--- src/rtl/conv_single_host.sv ---
// Host-side driver for the single-PE 3x3 convolution engine: loads a 4x4 image and a 3x3 filter
// from a byte stream, runs the engine until done (or timeout), then streams the 2x2 result out.
module conv_single_host #(
  parameter int DATA_W  = 8,
  parameter int TIMEOUT = 63
) (
  input  logic                 clk,
  input  logic                 rst,
  input  logic                 in_valid,
  input  logic [DATA_W-1:0]    in_data,
  output logic                 in_ready,
  output logic                 out_valid,
  output logic [DATA_W-1:0]    out_data,
  output logic                 out_last,
  input  logic                 out_ready,
  output logic [16*DATA_W-1:0] a_flat,
  output logic [9*DATA_W-1:0]  b_flat,
  output logic                 active_single,
  input  logic                 done_single,
  input  logic [DATA_W-1:0]    c11,
  input  logic [DATA_W-1:0]    c12,
  input  logic [DATA_W-1:0]    c21,
  input  logic [DATA_W-1:0]    c22,
  output logic                 busy,
  output logic                 err_timeout
);

  typedef enum logic [1:0] {LOAD, RUN, SEND} state_t;

  localparam logic [5:0] CNT_TO = 6'(TIMEOUT);

  state_t            state;
  logic [5:0]        cnt;
  logic [DATA_W-1:0] c_reg [4];

  // Status outputs decode the state register only, so an async reset drops them immediately.
  assign in_ready      = (state == LOAD);
  assign active_single = (state == RUN);
  assign out_valid     = (state == SEND);
  assign busy          = (state != LOAD);
  assign out_last      = (state == SEND) && (cnt == 6'd3);
  assign out_data      = c_reg[cnt[1:0]];

  always_ff @(posedge clk or posedge rst) begin
    if (rst) begin
      state       <= LOAD;
      cnt         <= '0;
      a_flat      <= '0;
      b_flat      <= '0;
      err_timeout <= 1'b0;
      for (int unsigned i = 0; i < 4; i++) c_reg[i] <= '0;
    end else begin
      case (state)
        LOAD: begin
          if (in_valid) begin
            err_timeout <= 1'b0;
            for (int unsigned i = 0; i < 16; i++)
              if (cnt == 6'(i)) a_flat[DATA_W*i +: DATA_W] <= in_data;
            for (int unsigned i = 0; i < 9; i++)
              if (cnt == 6'(16 + i)) b_flat[DATA_W*i +: DATA_W] <= in_data;
            if (cnt == 6'd24) begin
              state <= RUN;
              cnt   <= '0;
            end else begin
              cnt <= cnt + 6'd1;
            end
          end
        end
        RUN: begin
          if (done_single) begin
            c_reg[0] <= c11;
            c_reg[1] <= c12;
            c_reg[2] <= c21;
            c_reg[3] <= c22;
            state    <= SEND;
            cnt      <= '0;
          end else if (cnt == CNT_TO) begin
            err_timeout <= 1'b1;
            state       <= LOAD;
            cnt         <= '0;
            for (int unsigned i = 0; i < 4; i++) c_reg[i] <= '0;
          end else begin
            cnt <= cnt + 6'd1;
          end
        end
        SEND: begin
          if (out_ready) begin
            if (cnt == 6'd3) begin
              state <= LOAD;
              cnt   <= '0;
            end else begin
              cnt <= cnt + 6'd1;
            end
          end
        end
        default: begin
          state <= LOAD;
          cnt   <= '0;
        end
      endcase
    end
  end

endmodule

--- config.mk ---
export PLATFORM = sky130hd
export DESIGN_NAME = conv_single_host
export DESIGN_NICKNAME = d
export VERILOG_FILES = /design/src/rtl/conv_single_host.sv
export SDC_FILE = /design/constraint.sdc
export NUM_CORES = 1
export LEC_CHECK = 0
export ABC_AREA = 1
export ABC_CLOCK_PERIOD_IN_PS = 11950
export CORE_MARGIN = 8
export CORE_UTILIZATION = 39
export CTS_BUF_LIST = sky130_fd_sc_hd__clkbuf_8
export CTS_CLUSTER_DIAMETER = 150
export DETAILED_ROUTE_END_ITERATION = 7
export PLACE_DENSITY = 0.73
export SYNTH_ARGS = -nofsm -noshare
export SYNTH_HDL_FRONTEND = slang
export SYNTH_SLANG_ARGS = --single-unit
--- constraint.sdc ---
create_clock -name clk -period 11.95 [get_ports clk]
set_clock_uncertainty 0.05 [all_clocks]
set_input_delay 3.585 -clock clk [delete_from_list [all_inputs] [get_ports clk]]
set_output_delay 3.585 -clock clk [all_outputs]
set_load 0.01 [all_outputs]
# Word level (Yosys, flattened, before mapping)
# Index checks and enable logic that the tools add are counted.
# word_totals
inputBits,45
register_bits,241
wordCells,127
out_inout_bits,214
# classes
order_cmp,1
n_bitwise,1
add_sub_neg,1
mux,23
reduce_logical,35
eq_ne,34
# op_table
op,n
$reduce_and 3->1,25
$mux 32,2
$eq 6x5->1 const B,9
$eq 6x4->1 const B,8
$mux 6,6
$eq 6x3->1 const B,4
$pmux 6 s3,1
$bmux 8 s2,1
$mux 8,2
$eq 6x2->1 const B,2
$mux 2,6
$ne 2x1->1 const B,4
$add 6x1->6 const B,1
$eq 6x1->1 const B,1
$eq 6x6->1 const B,1
$logic_not 6->1,1
$pmux 2 s3,1
$reduce_bool 2->1,3
$reduce_and 5->1,1
$ne 2x2->1 const B,2
$reduce_and 2->1,2
$reduce_and 4->1,1
$ge 3x3->1 const B,1
$mux 1,3
other kinds (7),7

# Depth between registers and ports, before layout
# Gate-level depths: netlist of run 1.
# depth
depth_word,4
mapped_depth,10
depth_no_buf,9

# Worst setup path after synthesis of run 1
# No wires, ideal clock.
# synth_timing
kind,flip-flop to output port
start,reg cnt[0]
end,out out_data[0]
setup_slack_ps,7029
stages_incl_launch_ff,6
required_ps,8315
t_arrival_ps,1286
path_cell_list,dfrtp_1 clkbuf_1 clkinv_1 buf_1 nor2_1 o22ai_1
# synth_via
elab_chain_cells,4
# synth_lines
item,line,text
"start, declared",33,logic [5:0] cnt;
"start signal, assigned",65,cnt <= cnt + 6'd1;
"start signal, assigned",83,cnt <= cnt + 6'd1;
"start signal, assigned",92,cnt <= cnt + 6'd1;
$not 2->3 (not written as such),42,assign out_data = c_reg[cnt[1:0]];
$bmux 8 s2,42,
$mux 8 (not written as such) (2 in a row),42,
"end, declared",13,"output logic [DATA_W-1:0] out_data,"
# Every way passes these cells. The select of a mux whose other input is x is not followed.

# Final worst setup path of run 1
# layout_timing
start,reg cnt[0]
end,out out_data[3]
# The elaborated chain is that of the path after synthesis.

==> impl_metrics.json, run 1 <==
{
  "rows": 56,
  "min_from": "a_flat[0]",
  "io-pin-count": 259,
  "hold_path.class": "reg -> reg",
  "avgViaCountPerCell": 4.96,
  "worstPathArrival_ns": 3.02,
  "dieWidth_um": 170,
  "max_freq_ghz": 0.150,
  "gr-total-overflow": 0,
  "ant_nets": 0,
  "leakagePower_nw": 5.90,
  "relSlewSlack_pct": 18.3,
  "maxCapViolations": 0,
  "core_region_area_um2": 23400,
  "ir_drop_uv": 134,
  "drt-pass1-iter-count": 5,
  "grt_pass1_wl_mm": 44.9,
  "cts_max_path_buffers": 3,
  "ys_seq_area_share_pct": 65.0,
  "first_iter_violations": 663,
  "ff2ff_setup_slack_ns": 8.85,
  "cts_inserted_buffers": 41,
  "port_buffers": 258,
  "worstReg2RegEnd": "err_timeout",
  "cts_setup_buffers": 0,
  "reg2reg_from": "cnt[0]",
  "drive_gt1_share_pct": 6.00,
  "finalMaxSlewViolations": 0,
  "grt_pass1_vias": 7941,
  "netlist.area_leader.share_pct": 65.0,
  "final_util_pct": 55.1,
  "final.period_utilization_pct": 55.7,
  "synth.avg_cell_area_um2": 9.56,
  "worstSetupEndpointType": "output port",
  "ys_top_cells_by_area": "dfrtp_1 65%, nand2_1 12%, o21ai_0 12%",
  "h-tree-depth": 2,
  "syn-cell-area_um2": 9270,
  "drc": 0,
  "cp.required_ns": 8.32,
  "postSynthCellCount": 970,
  "synth_seq_cells": 241,
  "antenna_found_initial": 0,
  "yosysTopAreaCell": "dfrtp_1",
  "clock_sinks": 241,
  "critical_path.slowest_cell": "dfrtp_1",
  "root_buffer": "clkbuf_8",
  "ys_warn_count": 0,
  "gp_congestion": 0.871,
  "die_area_um2": 29000,
  "gr-usage-all-layers_pct": 19.7,
  "hpwlAfterDp_mm": 19.6,
  "rr_worst_depth": 5,
  "num_antenna_cells": 0,
  "slowest_delay_ns": 0.75,
  "period_needed_ns": 6.65,
  "syn_nets": 1019,
  "die_y_um": 170,
  "num_vias": 7776,
  "final_nets": 1269,
  "worstSetupPathType": "reg -> out",
  "cts_tree": "yes",
  "fin_setup_tns_ns": 0,
  "holdPathStages": 2,
  "min_to": "a_flat[0]",
  "start_kind": "flip-flop",
  "cts.repair.resized": 0,
  "largest_reg_flops": 128,
  "initial_core_util_pct": 39.6,
  "clk_pin_slew_ns": 0.05,
  "hold_viol": 0,
  "ctsHoldBuffers": 0,
  "powerDensity_nw_per_um2": 224,
  "tightest_slew_ns": 1.22,
  "status": "completed",
  "grt_setup_unrepaired": "false",
  "yosysUniqueCellTypes": 28,
  "clk_latency_ns": 0.52,
  "crit_fanout": 20,
  "wire_per_inst_um": 18.3,
  "worstPathCellList": "clkinv_1 > o21ai_0 > o22ai_1 > clkdlybuf4s50_1",
  "routed_wl_mm": 28.8,
  "grt_max_degree": 116,
  "setup_viol": 0,
  "areaGrowthSynthToFinish_pct": 39.2
}
## synth_stat cells
| cell | instances |
|---|---|
| a21boi_0 | 1 |
| a21oi_1 | 3 |
| buf_1 | 1 |
| buf_2 | 12 |
| clkbuf_1 | 41 |
| clkinv_1 | 2 |
| dfrtp_1 | 241 |
| ha_1 | 4 |
| inv_1 | 33 |
| inv_2 | 1 |
| nand2_1 | 307 |
| nand2_4 | 1 |
| nand3_1 | 42 |
| nand3_2 | 2 |
| nand4_1 | 1 |
| nand4_2 | 1 |
| nor2_1 | 34 |
| nor2_2 | 1 |
| nor2_4 | 4 |
| nor3_1 | 3 |
| nor3_2 | 2 |
| o2111ai_1 | 1 |
| o21ai_0 | 220 |
| o21ai_1 | 1 |
| o21bai_1 | 1 |
| o22ai_1 | 8 |
| o2bb2ai_1 | 1 |
| xor2_1 | 1 |
## per-layer routing
layer	track usage [%]	share of wire, %	vias up
met5	0	0	-
met4	6.06	2.4	0
met3	5.03	7.5	50
met2	32.1	47	289
met1	25.4	44	3763
li1	-	-	3674
## worst max-delay path by stage
stage               cells after the start  slack [ns]          end   start
floorplan                               1        1.70    a_flat[0]     rst
global placement                        4        6.08  out_data[1]  cnt[0]
detailed placement                      4        5.91  out_data[3]  cnt[0]
CTS                                     4        5.32  out_data[3]  cnt[0]
global route                            4        5.14  out_data[3]  cnt[0]
finish                                  4        5.30  out_data[3]  cnt[0]
## power breakdown
group	switching, mW	leakage, nW	total [mW]	internal [mW]
clock network	0.317	0.482	0.734	0.417
logic	0.480	2.18	0.964	0.484
registers	0.151	3.23	1.19	1.04
total	0.949	5.90	2.89	1.94
## placed cells by master, fill, tap and decap left out, drive strengths merged
cell type        n
nand2          308
clkdlybuf4s50  258
dfrtp          241
o21ai          221
clkbuf          53
inv             48
nand3           44
nor2            39
o22ai            8
nor3             5
clkinv           5
ha               4
a21oi            3
buf              3
nand4            2
o21bai           1
o2bb2ai          1
o2111ai          1
xor2             1
a21boi           1
clkinvlp         1
bufinv           1
## layout make-up
cell class              count  area, um^2
fillers                  2106       10500
flip-flops and latches    241        6030
multi-input cells         639        2890
repair buffers            261        2610
clock buffers              53         729
well taps                 319         399
inverters                  36         143
clock inverters            19         105
## critical path: cells and delay by family (launching register included)
| kind | cells | cell delay (ns) |
|---|---|---|
| buffers and inverters | 2 | 1.17 |
| AO/OA/AOI/OAI | 2 | 0.57 |
| flip-flops | 1 | 0.75 |
## metrics by stage
step                hold slack, ns  cells  worst slack [ns]  instance area, um^2  power (mW)
floorplan                    0.413    970              1.70                 9270        1.61
global placement             0.415   1496              6.08                12100        2.15
detailed placement           0.422   1496              5.91                12100        2.18
CTS                          0.436   1568              5.32                12900        2.93
global route                 0.446   1568              5.14                12900        3.08
finish                       0.432   1568              5.30                12900        2.89
## cells by family after synthesis
family,after synthesis,share of synthesized area [%]
buffers and inverters,90,3.81
xor gates and xnor gates,1,0.0945
adders and majority gates,4,0.540
and+or+nand+nor,398,17.5
AOI/OAI and AO/OA,236,13.0
DFF,241,65.0
(Power assumes the default switching activity.)
==> inputs of run 2 (changes only) <==
Settings changed: ABC_CLOCK_PERIOD_IN_PS 11950 to 7000.
Clock period 11.95 ns to 7 ns, I/O delays scaled along.
==> run 2 against run 1 <==
Compared with the run above:
- non-clock buffer count grew 1
- sequential share of layout area up 0.31 points
- register-to-register slack got worse by 4.8 ns
- first-iteration DRC count is 7.5% lower
- largest power group unchanged
- global-route usage is 0.080 points higher
- cell area shrank 0.66%
==> impl_metrics.json, run 2 (synthesized netlist as in run 1, its figures left out) <==
{
  "tightest_slew_ns": 1.19,
  "final_cell_mix": "307 x nand2_1, 258 x clkdlybuf4s50_1, 241 x dfrtp_1",
  "maxCapViolations": 0,
  "initial_core_util_pct": 39.6,
  "status": "completed",
  "postPlaceCellArea_um2": 12100,
  "crit_fanout": 20,
  "ir_drop_uv": 227,
  "num_antenna_cells": 0,
  "cts_setup_buffers": 0,
  "powerDensity_nw_per_um2": 376,
  "mostFrequentLayoutCell": "nand2_1",
  "fin_setup_tns_ns": 0,
  "grt_pass1_wl_mm": 44.9,
  "ctsHoldBuffers": 0,
  "port_buffers": 258,
  "power_mw": 4.82,
  "clk_latency_ns": 0.52,
  "holdPathStages": 2,
  "core_region_area_um2": 23400,
  "min_from": "b_flat[35]",
  "finish.instance_area_um2": 12800,
  "final_nets": 1270,
  "clock_sinks": 241,
  "grt_setup_unrepaired": "false",
  "period_needed_ns": 5.02,
  "areaGrowthSynthToFinish_pct": 38.2,
  "finalMaxSlewViolations": 0,
  "drive_gt1_share_pct": 5.29,
  "largest_reg_flops": 128,
  "drc": 0,
  "hold_path.class": "reg -> reg",
  "routed_wl_mm": 28.9,
  "reg2reg_from": "cnt[0]",
  "cts.repair.resized": 0,
  "cp_num_buf_inv": 2,
  "slowest_delay_ns": 0.71,
  "setup_viol": 0,
  "die_area_um2": 29000,
  "gp_congestion": 0.879,
  "ant_nets": 0,
  "cts_inserted_buffers": 41,
  "num_vias": 7766,
  "worstReg2RegEnd": "err_timeout",
  "rr_worst_depth": 5,
  "cts_tree": "yes",
  "io-pin-count": 259,
  "worstPathArrival_ns": 2.87,
  "h-tree-depth": 2,
  "hold_viol": 0,
  "drt-pass1-iter-count": 5,
  "fillers": 2127,
  "grt_max_degree": 130,
  "crit_family": "buffers and inverters",
  "wire_per_inst_um": 18.4,
  "worstSetupPathType": "reg -> out",
  "gr-usage-all-layers_pct": 19.8,
  "grt_pass1_vias": 7798,
  "ff2ff_setup_slack_ns": 4.01,
  "avgViaCountPerCell": 4.96,
  "worstPathCellList": "clkinv_1 > o21ai_0 > o22ai_1 > clkdlybuf4s50_1",
  "min_to": "b_flat[35]",
  "rows": 56,
  "die_y_um": 170,
  "hpwlAfterDp_mm": 19.6,
  "worstSetupEndpointType": "output port",
  "critical_path.slowest_cell": "dfrtp_1",
  "antenna_found_initial": 0,
  "start_kind": "flip-flop",
  "final.period_utilization_pct": 71.7,
  "cts_max_path_buffers": 3,
  "relSlewSlack_pct": 20.3,
  "gr-total-overflow": 0,
  "whs_ns": 0.429,
  "cp.required_ns": 4.85,
  "dieWidth_um": 170,
  "max_freq_ghz": 0.199,
  "leakagePower_nw": 5.87,
  "first_iter_violations": 613,
  "clk_pin_slew_ns": 0.06,
  "root_buffer": "clkbuf_8"
}
[run 2: cell count changes in the layout (fill, tap and decap cells not counted), sizes merged]
| cell | previous run | this run |
|---|---|---|
| clkbuf | 53 | 47 |
| clkinvlp | 1 | 2 |
| buf | 3 | 4 |
| bufinv | 1 | 0 |
| inv | 48 | 54 |
| clkinv | 5 | 2 |
[run 2: final cells by class]
| cell class | count | area [um^2] | area share (%) |
|---|---|---|---|
| sequential | 241 | 6030 | 47.0 |
| inverter | 36 | 139 | 1.08 |
| timing repair buffer | 262 | 2630 | 20.5 |
| tap | 319 | 399 | 3.11 |
| clock buffer | 47 | 647 | 5.05 |
| multi-input combinational | 639 | 2890 | 22.6 |
| clock inverter | 22 | 86.3 | 0.674 |
[run 2: how the worst max path moves through the flow]
| stage | from | end | cells after the start |
|---|---|---|---|
| 2_1_floorplan | rst | a_flat[0] | 1 |
| 6_report | cnt[0] | out_data[1] | 4 |
| 3_3_place_gp | cnt[0] | out_data[1] | 4 |
| 4_1_cts | cnt[0] | out_data[2] | 4 |
| 5_1_grt | cnt[0] | out_data[1] | 4 |
| 3_5_place_dp | cnt[0] | out_data[6] | 4 |
[run 2: worst reg2reg max path, stage by stage (launching register included)]
cell and delay [ns]:
dfrtp_1 0.71, ha_1 0.33, inv_1 0.10, nor2_1 0.28, nand3_1 0.91, o21ai_0 0.48
[run 2: routing by layer]
layer / wire [um] / GRT usage (%) / vias up
met5: 0 / 0 / -
met4: 688 / 5.99 / 0
met3: 2340 / 5.54 / 48
met2: 13000 / 31.4 / 283
met1: 12800 / 25.9 / 3762
li1: - / - / 3673
[run 2: where the power goes]
part	internal [mW]	switching [mW]	leakage, nW
Sequential	1.78	0.252	3.23
Combinational	0.827	0.821	2.19
Clock	0.605	0.537	0.450
[run 2: per-stage QoR]
stage | instances | setup slack (ns) | util, %
finish | 1566 | 1.98 | 54.8
CTS | 1566 | 1.96 | 54.8
global placement | 1497 | 2.65 | 51.6
floorplan | 970 | 1.69 | -
detailed placement | 1497 | 2.54 | 51.6
global route | 1566 | 1.70 | 54.8
==> inputs of run 3 (changes only) <==
Settings changed: ABC_CLOCK_PERIOD_IN_PS 7000 to 4200, PLACE_DENSITY 0.73 to 0.76.
Clock period 7 ns to 4.2 ns, I/O delays scaled along.
==> run 3 against run 2 <==
Compared with the run above:
- first-iteration DRC count down 0.65%
- final cell count up 1.3%
- largest power group unchanged
- utilization up 0.86 points
- critical endpoint is now out_data[4]
==> impl_metrics.json, run 3 (synthesized netlist as in run 1, its figures left out) <==
{
  "crit_fanout": 20,
  "grt_setup_unrepaired": "false",
  "cp.required_ns": 2.89,
  "drc": 0,
  "routed_wl_mm": 28.7,
  "ant_nets": 0,
  "powerDensity_nw_per_um2": 630,
  "worstSetupPathType": "reg -> out",
  "clk_latency_ns": 0.52,
  "root_buffer": "clkbuf_8",
  "clock_sinks": 241,
  "h-tree-depth": 2,
  "max_freq_ghz": 0.254,
  "initial_core_util_pct": 39.6,
  "cts_inserted_buffers": 41,
  "final_cell_mix": "307 x nand2_1, 258 x clkdlybuf4s50_1, 241 x dfrtp_1",
  "cts_max_path_buffers": 3,
  "drt-pass1-iter-count": 5,
  "die_area_um2": 29000,
  "cts_tree": "yes",
  "setup_viol": 0,
  "dieWidth_um": 170,
  "cts.repair.resized": 0,
  "num_antenna_cells": 0,
  "finalMaxSlewViolations": 0,
  "gp_congestion": 0.902,
  "hold_path.class": "reg -> reg",
  "maxCapViolations": 0,
  "core_region_area_um2": 23400,
  "final.period_utilization_pct": 93.6,
  "leakagePower_nw": 5.97,
  "worstSetupEndpointType": "output port",
  "hpwlAfterDp_mm": 19.7,
  "tightest_slew_ns": 0.908,
  "place_ws_ns": 0.907,
  "worstPathArrival_ns": 2.62,
  "areaGrowthSynthToFinish_pct": 40.4,
  "drive_gt1_share_pct": 7.34,
  "start_kind": "flip-flop",
  "grt_pass1_wl_mm": 44.4,
  "die_y_um": 170,
  "avgViaCountPerCell": 4.96,
  "clk_pin_slew_ns": 0.06,
  "grt_pass1_vias": 7862,
  "largest_reg_flops": 128,
  "num_vias": 7873,
  "io-pin-count": 259,
  "ctsHoldBuffers": 0,
  "final_nets": 1284,
  "cts_setup_buffers": 0,
  "worst_slack_ns": 0.270,
  "antenna_found_initial": 1,
  "first_iter_violations": 609,
  "ir_drop_uv": 339,
  "period_needed_ns": 3.93,
  "gr-usage-all-layers_pct": 19.5,
  "mostFrequentLayoutCell": "nand2_1",
  "gr-total-overflow": 0,
  "relSlewSlack_pct": 39.3,
  "wire_per_inst_um": 18.1,
  "port_buffers": 258,
  "status": "completed",
  "final_util_pct": 55.6,
  "hold_viol": 0,
  "rows": 56,
  "grt_max_degree": 77
}
-- run 3: per-layer routing --
layer | vias to the layer above | share of wire, % | GRT usage, %
li1 | 3713 | - | -
met1 | 3757 | 43 | 25.0
met2 | 353 | 46 | 31.3
met3 | 50 | 8.7 | 5.65
met4 | 0 | 2.8 | 6.71
met5 | - | 0 | 0
-- run 3: worst max-delay path, cell delays in order, from the launching register on --
cell and delay [ns]:
dfrtp_1 0.33, buf_4 0.23, clkinv_1 0.48, o21ai_0 0.43
o22ai_1 0.12, clkdlybuf4s50_1 0.51
-- run 3: stage by stage --
step | instance area (um^2) | setup TNS, ns | instances | hold WS (ns) | total power, mW
floorplan | 9280 | -65.51 | 970 | 0.413 | 4.58
global placement | 12200 | 0 | 1511 | 0.416 | 6.12
detailed placement | 12200 | 0 | 1511 | 0.422 | 6.21
CTS | 13000 | 0 | 1586 | 0.436 | 8.29
global route | 13000 | 0 | 1586 | 0.450 | 8.73
finish | 13000 | 0 | 1586 | 0.430 | 8.20
-- run 3: final timing paths --
kind	start	to	slack (ns)	cells after the start
setup / recovery	cnt[0]	out_data[4]	0.27	5
hold / removal	b_flat[13]	b_flat[13]	0.43	2
setup reg to reg	cnt[0]	a_flat[1]	1.62	7
hold reg to reg	b_flat[13]	b_flat[13]	0.43	2
max in group asynchronous	rst	a_flat[0]	2.01	3
min in group asynchronous	rst	c_reg[31]	1.22	2
-- run 3: power breakdown --
group | leakage, nW | internal [mW] | total (mW) | switching, mW
combinational | 2.26 | 1.39 | 2.80 | 1.41
sequential | 3.23 | 2.97 | 3.36 | 0.394
clock | 0.480 | 1.11 | 2.04 | 0.923
-- run 3: layout make-up --
type / count / area (um^2)
fillers: 2089 / 10400
well taps: 319 / 399
clock buffers: 52 / 716
clock inverters: 23 / 100
repair buffers: 276 / 2740
flip-flops and latches: 241 / 6030
inverters: 36 / 139
multi-input cells: 639 / 2890
